===== config.mk =====
export PLATFORM = sky130hd
export DESIGN_NAME = wide_add_sequencer_flat
export DESIGN_NICKNAME = d
export VERILOG_FILES = /design/src/rtl/wide_add_pkg.sv /design/src/rtl/wide_add_sequencer_if.sv /design/src/rtl/ElevenBitFullAdder.sv /design/src/rtl/wide_add_sequencer.sv /design/src/flat_wrapper.sv
export SDC_FILE = /design/constraint.sdc
export NUM_CORES = 1
export LEC_CHECK = 0
export ABC_AREA = 1
export CAP_MARGIN = 20
export CORE_MARGIN = 1
export CORE_UTILIZATION = 51
export DETAILED_ROUTE_END_ITERATION = 6
export GPL_ROUTABILITY_DRIVEN = 1
export PLACE_DENSITY = 0.8
export SLEW_MARGIN = 30
export SYNTH_ARGS = -nofsm -noshare
export SYNTH_HDL_FRONTEND = slang
export SYNTH_SLANG_ARGS = --single-unit

===== constraint.sdc =====
create_clock -name clk -period 3.5 [get_ports clk]
set_input_delay 0.35 -clock clk [delete_from_list [all_inputs] [get_ports clk]]
set_output_delay 0.35 -clock clk [all_outputs]
set_load 0.01 [all_outputs]

===== src/rtl/wide_add_pkg.sv =====
// Shared definitions for the sliced wide adder: slice width and sequencer states.
package wide_add_pkg;

    localparam int unsigned SLICE_W = 11;

    typedef enum logic [1:0] {
        IDLE = 2'd0,
        RUN  = 2'd1,
        FIN  = 2'd2
    } state_t;

endpackage


===== src/rtl/wide_add_sequencer_if.sv =====
// Request/result bundle between a client and the wide add sequencer.
interface wide_add_sequencer_if
    import wide_add_pkg::*;
#(
    parameter int unsigned WORDS = 4
);
    localparam int unsigned W = WORDS * SLICE_W;

    logic         start;
    logic         op_sub;
    logic         cin;
    logic [W-1:0] a;
    logic [W-1:0] b;
    logic         busy;
    logic         done;
    logic [W-1:0] sum;
    logic         cout;
    logic         ovf;

    modport master (
        output start, op_sub, cin, a, b,
        input  busy, done, sum, cout, ovf
    );

    modport slave (
        input  start, op_sub, cin, a, b,
        output busy, done, sum, cout, ovf
    );

endinterface


===== src/rtl/ElevenBitFullAdder.sv =====
// Shared 11-bit ripple adder used one slice at a time by the sequencer.
module ElevenBitFullAdder (
    input  logic [10:0] A,
    input  logic [10:0] B,
    input  logic        Cin,
    output logic [10:0] Sum,
    output logic        Cout
);

    assign {Cout, Sum} = 12'(A) + 12'(B) + 12'(Cin);

endmodule


===== src/rtl/wide_add_sequencer.sv =====
// Performs one WORDS*11-bit add/subtract by stepping the 11-bit adder over the
// operand slices LSB first, carrying between slices in a register.
module wide_add_sequencer
    import wide_add_pkg::*;
#(
    parameter int unsigned WORDS = 4
) (
    input  logic                 clk,
    input  logic                 rst,
    wide_add_sequencer_if.slave  bus
);

    localparam int unsigned W     = WORDS * SLICE_W;
    localparam int unsigned IDX_W = (WORDS > 1) ? $clog2(WORDS) : 1;

    state_t             state;
    state_t             state_nxt;
    logic               accept_c;
    logic               last_c;

    logic [W-1:0]       a_r;
    logic [W-1:0]       b_r;
    logic               carry_r;
    logic [IDX_W-1:0]   idx;
    logic [W-1:0]       sum_r;
    logic               busy_r;
    logic               done_r;
    logic               cout_r;
    logic               ovf_r;

    logic [SLICE_W-1:0] sa_c;
    logic [SLICE_W-1:0] sb_c;
    logic [SLICE_W-1:0] ssum_c;
    logic               scout_c;

    assign last_c = (idx == IDX_W'(WORDS - 1));
    assign sa_c   = a_r[idx*SLICE_W +: SLICE_W];
    assign sb_c   = b_r[idx*SLICE_W +: SLICE_W];

    ElevenBitFullAdder u_slice_add (
        .A    (sa_c),
        .B    (sb_c),
        .Cin  (carry_r),
        .Sum  (ssum_c),
        .Cout (scout_c)
    );

    // State register
    always_ff @(posedge clk) begin
        if (rst) begin
            state <= IDLE;
        end else begin
            state <= state_nxt;
        end
    end

    // Next state; a new op may be accepted in FIN as well as IDLE
    always_comb begin
        state_nxt = state;
        accept_c  = 1'b0;
        case (state)
            IDLE: begin
                if (bus.start) begin
                    state_nxt = RUN;
                    accept_c  = 1'b1;
                end
            end
            RUN: begin
                if (last_c) begin
                    state_nxt = FIN;
                end
            end
            FIN: begin
                if (bus.start) begin
                    state_nxt = RUN;
                    accept_c  = 1'b1;
                end else begin
                    state_nxt = IDLE;
                end
            end
            default: state_nxt = IDLE;
        endcase
    end

    // Operand latch, slice stepping and registered results
    always_ff @(posedge clk) begin
        if (rst) begin
            a_r     <= '0;
            b_r     <= '0;
            carry_r <= 1'b0;
            idx     <= '0;
            sum_r   <= '0;
            busy_r  <= 1'b0;
            done_r  <= 1'b0;
            cout_r  <= 1'b0;
            ovf_r   <= 1'b0;
        end else begin
            busy_r <= (state_nxt == RUN);
            done_r <= (state_nxt == FIN);
            if (accept_c) begin
                a_r     <= bus.a;
                b_r     <= bus.op_sub ? ~bus.b : bus.b;
                carry_r <= bus.op_sub ? 1'b1 : bus.cin;
                idx     <= '0;
            end else if (state == RUN) begin
                sum_r[idx*SLICE_W +: SLICE_W] <= ssum_c;
                carry_r <= scout_c;
                if (last_c) begin
                    cout_r <= scout_c;
                    // carry into the MSB is recovered from the MSB sum bit
                    ovf_r  <= scout_c ^ ssum_c[SLICE_W-1] ^ sa_c[SLICE_W-1] ^ sb_c[SLICE_W-1];
                end else begin
                    idx <= idx + IDX_W'(1);
                end
            end
        end
    end

    assign bus.busy = busy_r;
    assign bus.done = done_r;
    assign bus.sum  = sum_r;
    assign bus.cout = cout_r;
    assign bus.ovf  = ovf_r;

endmodule


===== src/flat_wrapper.sv =====
// flat-port wrapper written by rule: the top's interface ports become plain ports
module wide_add_sequencer_flat import wide_add_pkg::*;
#(
    parameter int unsigned WORDS = 4
)
  (clk, rst, bus_start, bus_op_sub, bus_cin, bus_a, bus_b, bus_busy, bus_done, bus_sum, bus_cout, bus_ovf);
  wide_add_sequencer_if #(.WORDS(WORDS)) bus_i ();
  input  logic clk;
  input  logic rst;
  input wire logic [$bits(bus_i.start)-1:0] bus_start;
  input wire logic [$bits(bus_i.op_sub)-1:0] bus_op_sub;
  input wire logic [$bits(bus_i.cin)-1:0] bus_cin;
  input wire logic [$bits(bus_i.a)-1:0] bus_a;
  input wire logic [$bits(bus_i.b)-1:0] bus_b;
  output wire logic [$bits(bus_i.busy)-1:0] bus_busy;
  output wire logic [$bits(bus_i.done)-1:0] bus_done;
  output wire logic [$bits(bus_i.sum)-1:0] bus_sum;
  output wire logic [$bits(bus_i.cout)-1:0] bus_cout;
  output wire logic [$bits(bus_i.ovf)-1:0] bus_ovf;
  assign bus_i.start = bus_start;
  assign bus_i.op_sub = bus_op_sub;
  assign bus_i.cin = bus_cin;
  assign bus_i.a = bus_a;
  assign bus_i.b = bus_b;
  assign bus_busy = bus_i.busy;
  assign bus_done = bus_i.done;
  assign bus_sum = bus_i.sum;
  assign bus_cout = bus_i.cout;
  assign bus_ovf = bus_i.ovf;
  wide_add_sequencer #(.WORDS(WORDS)) u_core (.clk(clk), .rst(rst), .bus(bus_i));
endmodule

# Yosys cells after proc, flatten, opt, wreduce, memory -nomap -nowiden
# Cells that the tools add are included.
[word_totals] wordCells=48 inputBits=93 ff_bits=141
[op_classes] add_sub_neg=4 n_shift=4 mul=1 reduce_logical=7 muxes=11 n_eq_ne=5 bitwise=6
[op_table] operator="$shiftx 44x7->11" count=2
[op_table] operator="$bwmux 44" count=1
[op_table] operator="$mux 44" count=1
[op_table] operator="$not 44->44" count=1
[op_table] operator="$shift 11x34->44 const A" count=1
[op_table] operator="$shiftx 11x34->44" count=1
[op_table] operator="$neg 6->34" count=1
[op_table] operator="$add 11x11->12" count=1
[op_table] operator="$add 12x1->12" count=1
[op_table] operator="$eq 2x2->1 const B" count=3
[op_table] operator="$mul 2x4->6 const B" count=1
[op_table] operator="$mux 1" count=6
[op_table] operator="$pmux 2 s3" count=1
[op_table] operator="$eq 2x1->1 const B" count=2
[op_table] operator="$mux 2" count=2
[op_table] operator="$reduce_and 2->1" count=2
[op_table] operator="$reduce_or 2->1" count=2
[op_table] operator="$reduce_and 3->1" count=1
[op_table] operator="$xor 1x1->1" count=3
[op_table] operator="$add 2x1->2 const B" count=1
[op_table] operator="$logic_not 2->1" count=1
[op_table] operator="$not 1->1" count=2
[op_table] operator="$reduce_bool 2->1" count=1

# Depth between registers and ports, before layout
# Gate-level depths: netlist (run 1).
[logic_depth] depth_word=7 mapped_depth=19

# Modules after synthesis
# Synthesis (run 1) repeated with hierarchy kept, for this count alone.
[hier_totals] cells_unflattened=907 area_unflattened_um2=6646.4
[by_module_without_submodules] mod="wide_add_sequencer" instances=1 cells_per_inst=794 area_each_um2=6044.5
[by_module_without_submodules] mod="ElevenBitFullAdder" instances=1 cells_per_inst=113 area_each_um2=601.8

# Worst setup path after synthesis (run 1)
# Ideal clock, no wire load.
[synth_timing] kind="reg-to-reg" start="reg u_core.idx[0]" end="reg u_core.sum_r[19] (netlist: u_core.bus.sum[19])" t_arrival_ns=2.461 path_buffers=2 path_stages_with_launch=14 slack_ns=0.906 setup_ns=0.132 t_required_ns=3.368 cell_sequence="dfxtp_1 > buf_4 > clkbuf_1 > o21ai_0 > o22ai_1 > fa_1 > fa_1 > a21oi_1 > nand3b_1 > nand2_1 > nand2_1 > nand2_1 > nand4_1 > a21oi_1"
[synth_via] elab_chain_len=6 word_cells_on_any_way=9
[synth_rtl] item="start: declaration" line="wide_add_sequencer.sv:24" rtl="logic [IDX_W-1:0] idx;"
[synth_rtl] item="start signal: assignment" line="wide_add_sequencer.sv:113" rtl="idx <= idx + IDX_W'(1);"
[synth_rtl] item="$mul 2x4->6 (*)" line="wide_add_sequencer.sv:37, wide_add_sequencer.sv:38, wide_add_sequencer.sv:106"
[synth_rtl] item="$shiftx 44x7->11 (on tied branches)" line="wide_add_sequencer.sv:37, wide_add_sequencer.sv:38"
[synth_rtl] item="$add 11x11->12" line="ElevenBitFullAdder.sv:10" rtl="assign {Cout, Sum} = 12'(A) + 12'(B) + 12'(Cin);"
[synth_rtl] item="$add 12x1->12" line="ElevenBitFullAdder.sv:10"
[synth_rtl] item="$shiftx 11x34->44" line="wide_add_sequencer.sv:106" rtl="sum_r[idx*SLICE_W +: SLICE_W] <= ssum_c;"
[synth_rtl] item="$bwmux 44 (*)" line="wide_add_sequencer.sv:106"
[synth_rtl] item="end signal: indexed assignment" line="wide_add_sequencer.sv:106"
[synth_rtl] item="end: declaration" line="wide_add_sequencer.sv:25" rtl="logic [W-1:0] sum_r;"
# Every way passes the cells marked *; elsewhere a longest branch is shown, timed or not.
# A chain may end at the register's enable or synchronous reset.

# Worst setup path after layout (run 1)
[layout_timing] start="reg u_core.idx[0]" end="reg u_core.sum_r[37] (netlist: u_core.bus.sum[37])"
# The elaborated chain is that of the path after synthesis.

==> reports/qor.txt, run 1 <==
worst r2r src = u_core.idx[0]$_SDFFE_PP0P_
Clock Power Share = 0.389
Seq. cell area = 2824 um^2
Synth Area per Inst = 7.394 um^2
Slowest-stage cell, CP = fa_1
Initial Utilization = 0.5235
CP top delay family = adder cells
Period minus WS final = 2.909 ns
setup_tns = 0 ns
worst min path class = reg -> reg
PortBufs = 140
Synth Instances = 897
RSZ-0062 raised after global routing = no
Data arrival, critical path = 3.26 ns
hold endpoint = u_core.bus.sum[26]$_SDFFE_PP0P_
CTS tree = yes
Layout fillers = 1078
Worst-path clk slew = 0.07 ns
Final setup viols = 0
fmax = 343.8 MHz
switching power = 1.370 mW
CP Max Fanout = 34
Top FF cell, synth = dfxtp_1
Worst Setup End Kind = register
Iter 0 DRT Violations = 690
P per Cell Area = 507.7 nW/um^2
largest net degree at the start of global routing = 73
Post-CTS Setup Bufs = 0
I/O Pins = 141
DRC errors left = 0
max_slew headroom = 0.4118
Sw Ratio = 0.3115
Remaining Overflow, GRT = 0
Sequential Power Share = 0.404
synth cell count leaders = nor2_1 (153), dfxtp_1 (141), o21ai_0 (132)
CTS resizes = 0
Final ANT Viol Nets = 0
Yosys cell types = 37
GR Util All Layers = 0.2703
Power Total = 4.398 mW
status = finished clean
Yosys top cell area share = 0.4256
initial antenna violation count = 0
Static Leak = 3.341 nW
core area = 12670 um^2
area taken by multi-input logic gates = 3410 um^2
syn nets = 1008
clock sink total = 141
Max VDD drop = 0.0003707 V
Cell Rows = 41
R2R depth = 11
vias per cell = 5.395
sequential share of the synthesized area = 0.4256
Total Wirelength = 17.66 mm
ys async rst share = 0
Inserted Diodes = 0
Die Wd = 116.0 um
Avg WL per Cell = 14.80 um
detailed placer's ending HPWL = 12.43 mm
Setup Crit Path Kind = reg -> reg
Layout Skew = 0.01006 ns
maxcap violations = 0
clk root buf = clkbuf_16
Yosys top cell by area = dfxtp_1
critical-path cell list = inv_2 -> o21ai_0 -> o22ai_1 -> fa_1 -> fa_1 -> a21oi_1 -> xnor2_1 -> nand2_1 -> nor2_1 -> nand2_1 -> a21oi_1
final hold vios = 0
total CTS buffers = 17
#FFs+latches synth = 141
crit path launch type = register
first-pass GRT wire length = 28.19 mm
P&R area growth vs syn = 30.60%
mapped cell area = 6633 um^2
slowest stage delay, CP = 0.48 ns
number of buffers and inverters on the critical path = 1
number of warnings issued by yosys = 0
worst skew pair latency = 0.42 ns
DIE AREA = 13470 um^2
share of post-route cells with drive strength above 1 = 0.07346
Post-CTS Hold Buffers = 0
Longest Clk Path Bufs = 2
Worst Hold Launch = u_core.bus.sum[26]$_SDFFE_PP0P_
worst r2r dst = u_core.bus.sum[37]$_SDFFE_PP0P_
r2r setup slk = 0.59 ns
Worst EP required = 3.85 ns
pin slew with the least headroom to its limit = 0.8810 ns
H-tree lvl count = 4
Logic pwr share = 0.206
first-pass iteration count of the detailed router = 7
Die Y = 116.0 um
DR vias = 6436
hold depth = 2
vias in the first global route = 5698
fin crit share = 0.8312
internal power = 3.028 mW
placer's final routability congestion estimate = 0.9125
cell with the most instances after synthesis = nor2_1
fin. max-slew vios = 0
layout net count = 1119
Post-synth EDFFs = 0
Synth area leaders = dfxtp_1 (43%), o21ai_0 (10%), nor2_1 (8.7%)
-- logic make-up after synthesis --
| group | after synthesis | share of synthesized area |
|---|---|---|
| and+or+nand+nor | 335 | 0.2079 |
| adders and majority gates | 18 | 0.03622 |
| xor gates and xnor gates | 50 | 0.06716 |
| DFF | 141 | 0.4256 |
| AOI/OAI and AO/OA | 256 | 0.2015 |
| buffers and inverters | 97 | 0.06168 |
-- power groups by stage --
stage,combinational (mW),clock [mW],sequential [mW]
2_1_floorplan,0.582,0,1.79
3_3_place_gp,0.867,0,1.81
3_5_place_dp,0.882,0,1.81
4_1_cts,0.894,1.72,1.77
5_1_grt,0.995,1.79,1.79
6_report,0.907,1.71,1.78
-- registers in the layout, summed over array words and instances (netlist names) --
signal           cells
u_core.a_r          44
u_core.b_r          44
u_core.bus.sum      44
u_core.idx           2
u_core.state         2
u_core.bus.busy      1
u_core.bus.cout      1
u_core.bus.done      1
u_core.bus.ovf       1
u_core.carry_r       1
-- layer usage --
layer  global-route usage  share of wire
met2               0.4345           0.46
met5                    0              0
met3              0.04707          0.065
met4              0.09487          0.020
met1               0.3655           0.46
-- worst register-to-register path: stages, from the launching register on --
cell,delay [ns]
dfxtp_2,0.35
inv_2,0.20
o21ai_0,0.25
o22ai_1,0.12
fa_1,0.48
fa_1,0.48
a21oi_1,0.24
xnor2_1,0.21
nand2_1,0.12
nor2_1,0.18
nand2_1,0.08
a21oi_1,0.14
-- placed cells by master (no fill, tap or decap), types with 2 or more instances in the layout --
cell type,n
buf_4,15
nor2_2,2
nand3_1,25
o22ai_1,19
xor2_1,3
clkdlybuf4s50_1,139
clkinv_4,2
dfxtp_1,140
clkbuf_16,17
a21oi_1,96
inv_8,2
clkinv_2,2
nand2_2,8
clkinvlp_4,3
inv_2,7
nand4_1,11
nand2_1,129
inv_6,6
xnor2_1,46
fa_1,2
inv_1,25
o21ai_0,132
nor2_1,153
a22oi_1,4
ha_1,16
-- worst max path at each step --
stage / start / to / cells past startpoint
after floorplan: u_core.idx[0]$_SDFFE_PP0P_ / u_core.bus.sum[19]$_SDFFE_PP0P_ / 13
after global placement: u_core.idx[0]$_SDFFE_PP0P_ / u_core.bus.sum[37]$_SDFFE_PP0P_ / 11
after detailed placement: u_core.idx[0]$_SDFFE_PP0P_ / u_core.bus.sum[37]$_SDFFE_PP0P_ / 11
after CTS: u_core.idx[0]$_SDFFE_PP0P_ / u_core.bus.sum[37]$_SDFFE_PP0P_ / 11
after global routing: u_core.idx[0]$_SDFFE_PP0P_ / u_core.bus.sum[37]$_SDFFE_PP0P_ / 11
final: u_core.idx[0]$_SDFFE_PP0P_ / u_core.bus.sum[37]$_SDFFE_PP0P_ / 11
-- cell type report --
type	instances	area share
Clock inverter	14	0.01387
Tap cell	172	0.02484
Timing Repair Buffer	156	0.1765
Multi-Input combinational cell	659	0.3936
Inverter	33	0.01444
Sequential cell	141	0.3260
Clock buffer	18	0.05070
-- stage by stage --
step | std cells | hold slack [ns] | cell area, um^2 | worst slack [ns] | utilization
finish | 1193 | 0.4636 | 8662 | 0.5910 | 0.6836
global placement | 1161 | 0.4528 | 8094 | 0.7513 | 0.6388
detailed placement | 1161 | 0.4549 | 8094 | 0.6883 | 0.6388
global route | 1193 | 0.4785 | 8662 | 0.3297 | 0.6836
CTS | 1193 | 0.4649 | 8653 | 0.6818 | 0.6829
floorplan | 897 | 0.4495 | 6633 | 0.9064 | -
Note: power is estimated with default switching activity, not from simulation.
==> inputs of run 2 (changes only) <==
- clock period: 3.5 -> 2.9 ns (I/O delays scaled with it)
==> run 2 against run 1 <==
Sequential power grew 21%. Clock power increased by 25%. Sequential cell count is the same. Critical path depth stayed put. Via count down 0.65%. Global-route usage hardly changed. Final cell count up 0.50%. Worst setup slack worse by 0.41 ns. Hold slack about the same. Critical endpoint is now u_core.bus.sum[15]$_SDFFE_PP0P_.
==> reports/qor.txt, run 2 (same netlist as run 1, synthesis figures left out) <==
slowest stage delay, CP = 0.50 ns
detailed placer's ending HPWL = 12.73 mm
Avg WL per Cell = 14.74 um
pin slew with the least headroom to its limit = 0.7685 ns
worst min path class = reg -> reg
vias in the first global route = 5754
Logic pwr share = 0.205
P&R area growth vs syn = 32.14%
final hold vios = 0
Setup Crit Path Kind = reg -> reg
P per Cell Area = 616.2 nW/um^2
Initial Utilization = 0.5235
Worst Setup End Kind = register
Worst Setup SP = u_core.idx[1]$_SDFFE_PP0P_
clock sink total = 141
DRC errors left = 0
switching power = 1.584 mW
worst skew pair latency = 0.42 ns
Period minus WS final = 2.721 ns
Cell Rows = 41
Final Worst Setup Slack = 0.1786 ns
Inserted Diodes = 0
I/O Pins = 141
first-pass iteration count of the detailed router = 6
fin crit share = 0.9384
share of post-route cells with drive strength above 1 = 0.08277
Remaining Overflow, GRT = 0
PortBufs = 140
initial antenna violation count = 0
Data arrival, critical path = 3.07 ns
Post-Layout Cell Count = 1199
R2R depth = 11
Total Wirelength = 17.68 mm
Final setup viols = 0
Longest Clk Path Bufs = 2
worst r2r src = u_core.idx[1]$_SDFFE_PP0P_
Static Leak = 3.376 nW
largest net degree at the start of global routing = 104
max_slew headroom = 0.4858
Die Y = 116.0 um
total CTS buffers = 17
CP Max Fanout = 11
CTS tree = yes
DIE AREA = 13470 um^2
Die Wd = 116.0 um
DR vias = 6394
internal power = 3.816 mW
worst r2r dst = u_core.bus.sum[15]$_SDFFE_PP0P_
vias per cell = 5.333
GR Util All Layers = 0.2701
r2r setup slk = 0.18 ns
Layout fillers = 1093
first-pass GRT wire length = 28.01 mm
core area = 12670 um^2
Worst path most repeated cell = nand2_1
H-tree lvl count = 4
crit path capture = u_core.bus.sum[15]$_SDFFE_PP0P_
fmax = 367.5 MHz
crit path launch type = register
worst slack at placement = 0.08632 ns
Worst EP required = 3.25 ns
most common cell after layout, fill and taps aside = nor2_1
placed cells = 1164
clk root buf = clkbuf_16
Slowest-stage cell, CP = fa_1
maxcap violations = 0
Sequential Power Share = 0.398
Worst-path clk slew = 0.06 ns
Worst Hold Launch = u_core.bus.sum[16]$_SDFFE_PP0P_
placer's final routability congestion estimate = 0.9102
critical-path cell list = clkinvlp_4 -> o21ai_0 -> o22ai_1 -> fa_1 -> fa_2 -> a21oi_2 -> xnor2_1 -> nand2_1 -> nor2_1 -> nand2_1 -> a21oi_1
Layout Skew = 0.006945 ns
setup_tns = 0 ns
Sw Ratio = 0.2933
Power Total = 5.401 mW
most frequent cells in the layout = nor2_1 (153), dfxtp_1 (140), clkdlybuf4s50_1 (139)
Final ANT Viol Nets = 0
Post-CTS Hold Buffers = 0
Clock Power Share = 0.396
Iter 0 DRT Violations = 616
layout net count = 1125
Max VDD drop = 0.0003908 V
status = finished clean
fin. max-slew vios = 0
==> run 2: cell types whose count changed in the layout (fill, tap and decap cells not counted), sizes merged <==
cell / delta
buf: +6
bufinv: +2
clkbuf: +1
clkinvlp: +4
inv: -7
==> run 2: how the worst min path moves through the flow <==
stage,cells past startpoint,end,slack (ns)
6_report,2,u_core.bus.sum[16]$_SDFFE_PP0P_,0.46
5_1_grt,2,u_core.bus.sum[39]$_SDFFE_PP0P_,0.48
4_1_cts,2,u_core.bus.sum[39]$_SDFFE_PP0P_,0.47
3_5_place_dp,2,u_core.bus.sum[39]$_SDFFE_PP0P_,0.46
3_3_place_gp,2,u_core.bus.sum[22]$_SDFFE_PP0P_,0.45
2_1_floorplan,2,u_core.a_r[22]$_SDFFE_PP0P_,0.45
==> run 2: repair_timing <==
action | 4_1_cts | 5_1_grt
resized for setup | 0 | 9
endpoints found under the setup margin | 0 | 23
buffers inserted | 0 | 3
==> run 2: area by class of cell <==
type | count | area (um^2) | area share
Timing Repair Buffer | 162 | 1590 | 0.1814
Inverter | 33 | 131.4 | 0.01499
Clock inverter | 13 | 141.4 | 0.01613
Clock buffer | 19 | 442.9 | 0.05054
Multi-Input combinational cell | 659 | 3417 | 0.3899
Tap cell | 172 | 215.2 | 0.02455
Sequential cell | 141 | 2826 | 0.3225
==> run 2: metal layers <==
| metal | global-route usage | wire, um |
|---|---|---|
| met5 | 0 | 0 |
| met3 | 0.05073 | 1266 |
| met4 | 0.1000 | 382 |
| met1 | 0.3511 | 7679 |
| met2 | 0.4464 | 8349 |
==> run 2: critical path: cells and delay by family, from the launching register on <==
kind | cells | cell delay (ns)
compound gates | 4 | 0.58
xor+xnor | 1 | 0.18
simple gates | 3 | 0.34
flops | 1 | 0.37
fa+ha+maj | 2 | 0.92
buf+inv | 1 | 0.23
==> run 2: metrics by stage <==
stage | utilization | instance area (um^2) | hold WS, ns
finish | 0.6917 | 8765 | 0.4635
floorplan | - | 6633 | 0.4495
global placement | 0.6416 | 8129 | 0.4524
global route | 0.6917 | 8765 | 0.4811
CTS | 0.6877 | 8713 | 0.4654
detailed placement | 0.6416 | 8129 | 0.4563
==> run 2: power groups by stage <==
| stage | combinational (mW) | clock, mW | sequential, mW |
|---|---|---|---|
| finish | 1.11 | 2.14 | 2.15 |
| global route | 1.22 | 2.24 | 2.16 |
| CTS | 1.09 | 2.15 | 2.15 |
| detailed placement | 1.08 | 0 | 2.19 |
| global placement | 1.06 | 0 | 2.19 |
| floorplan | 0.702 | 0 | 2.16 |
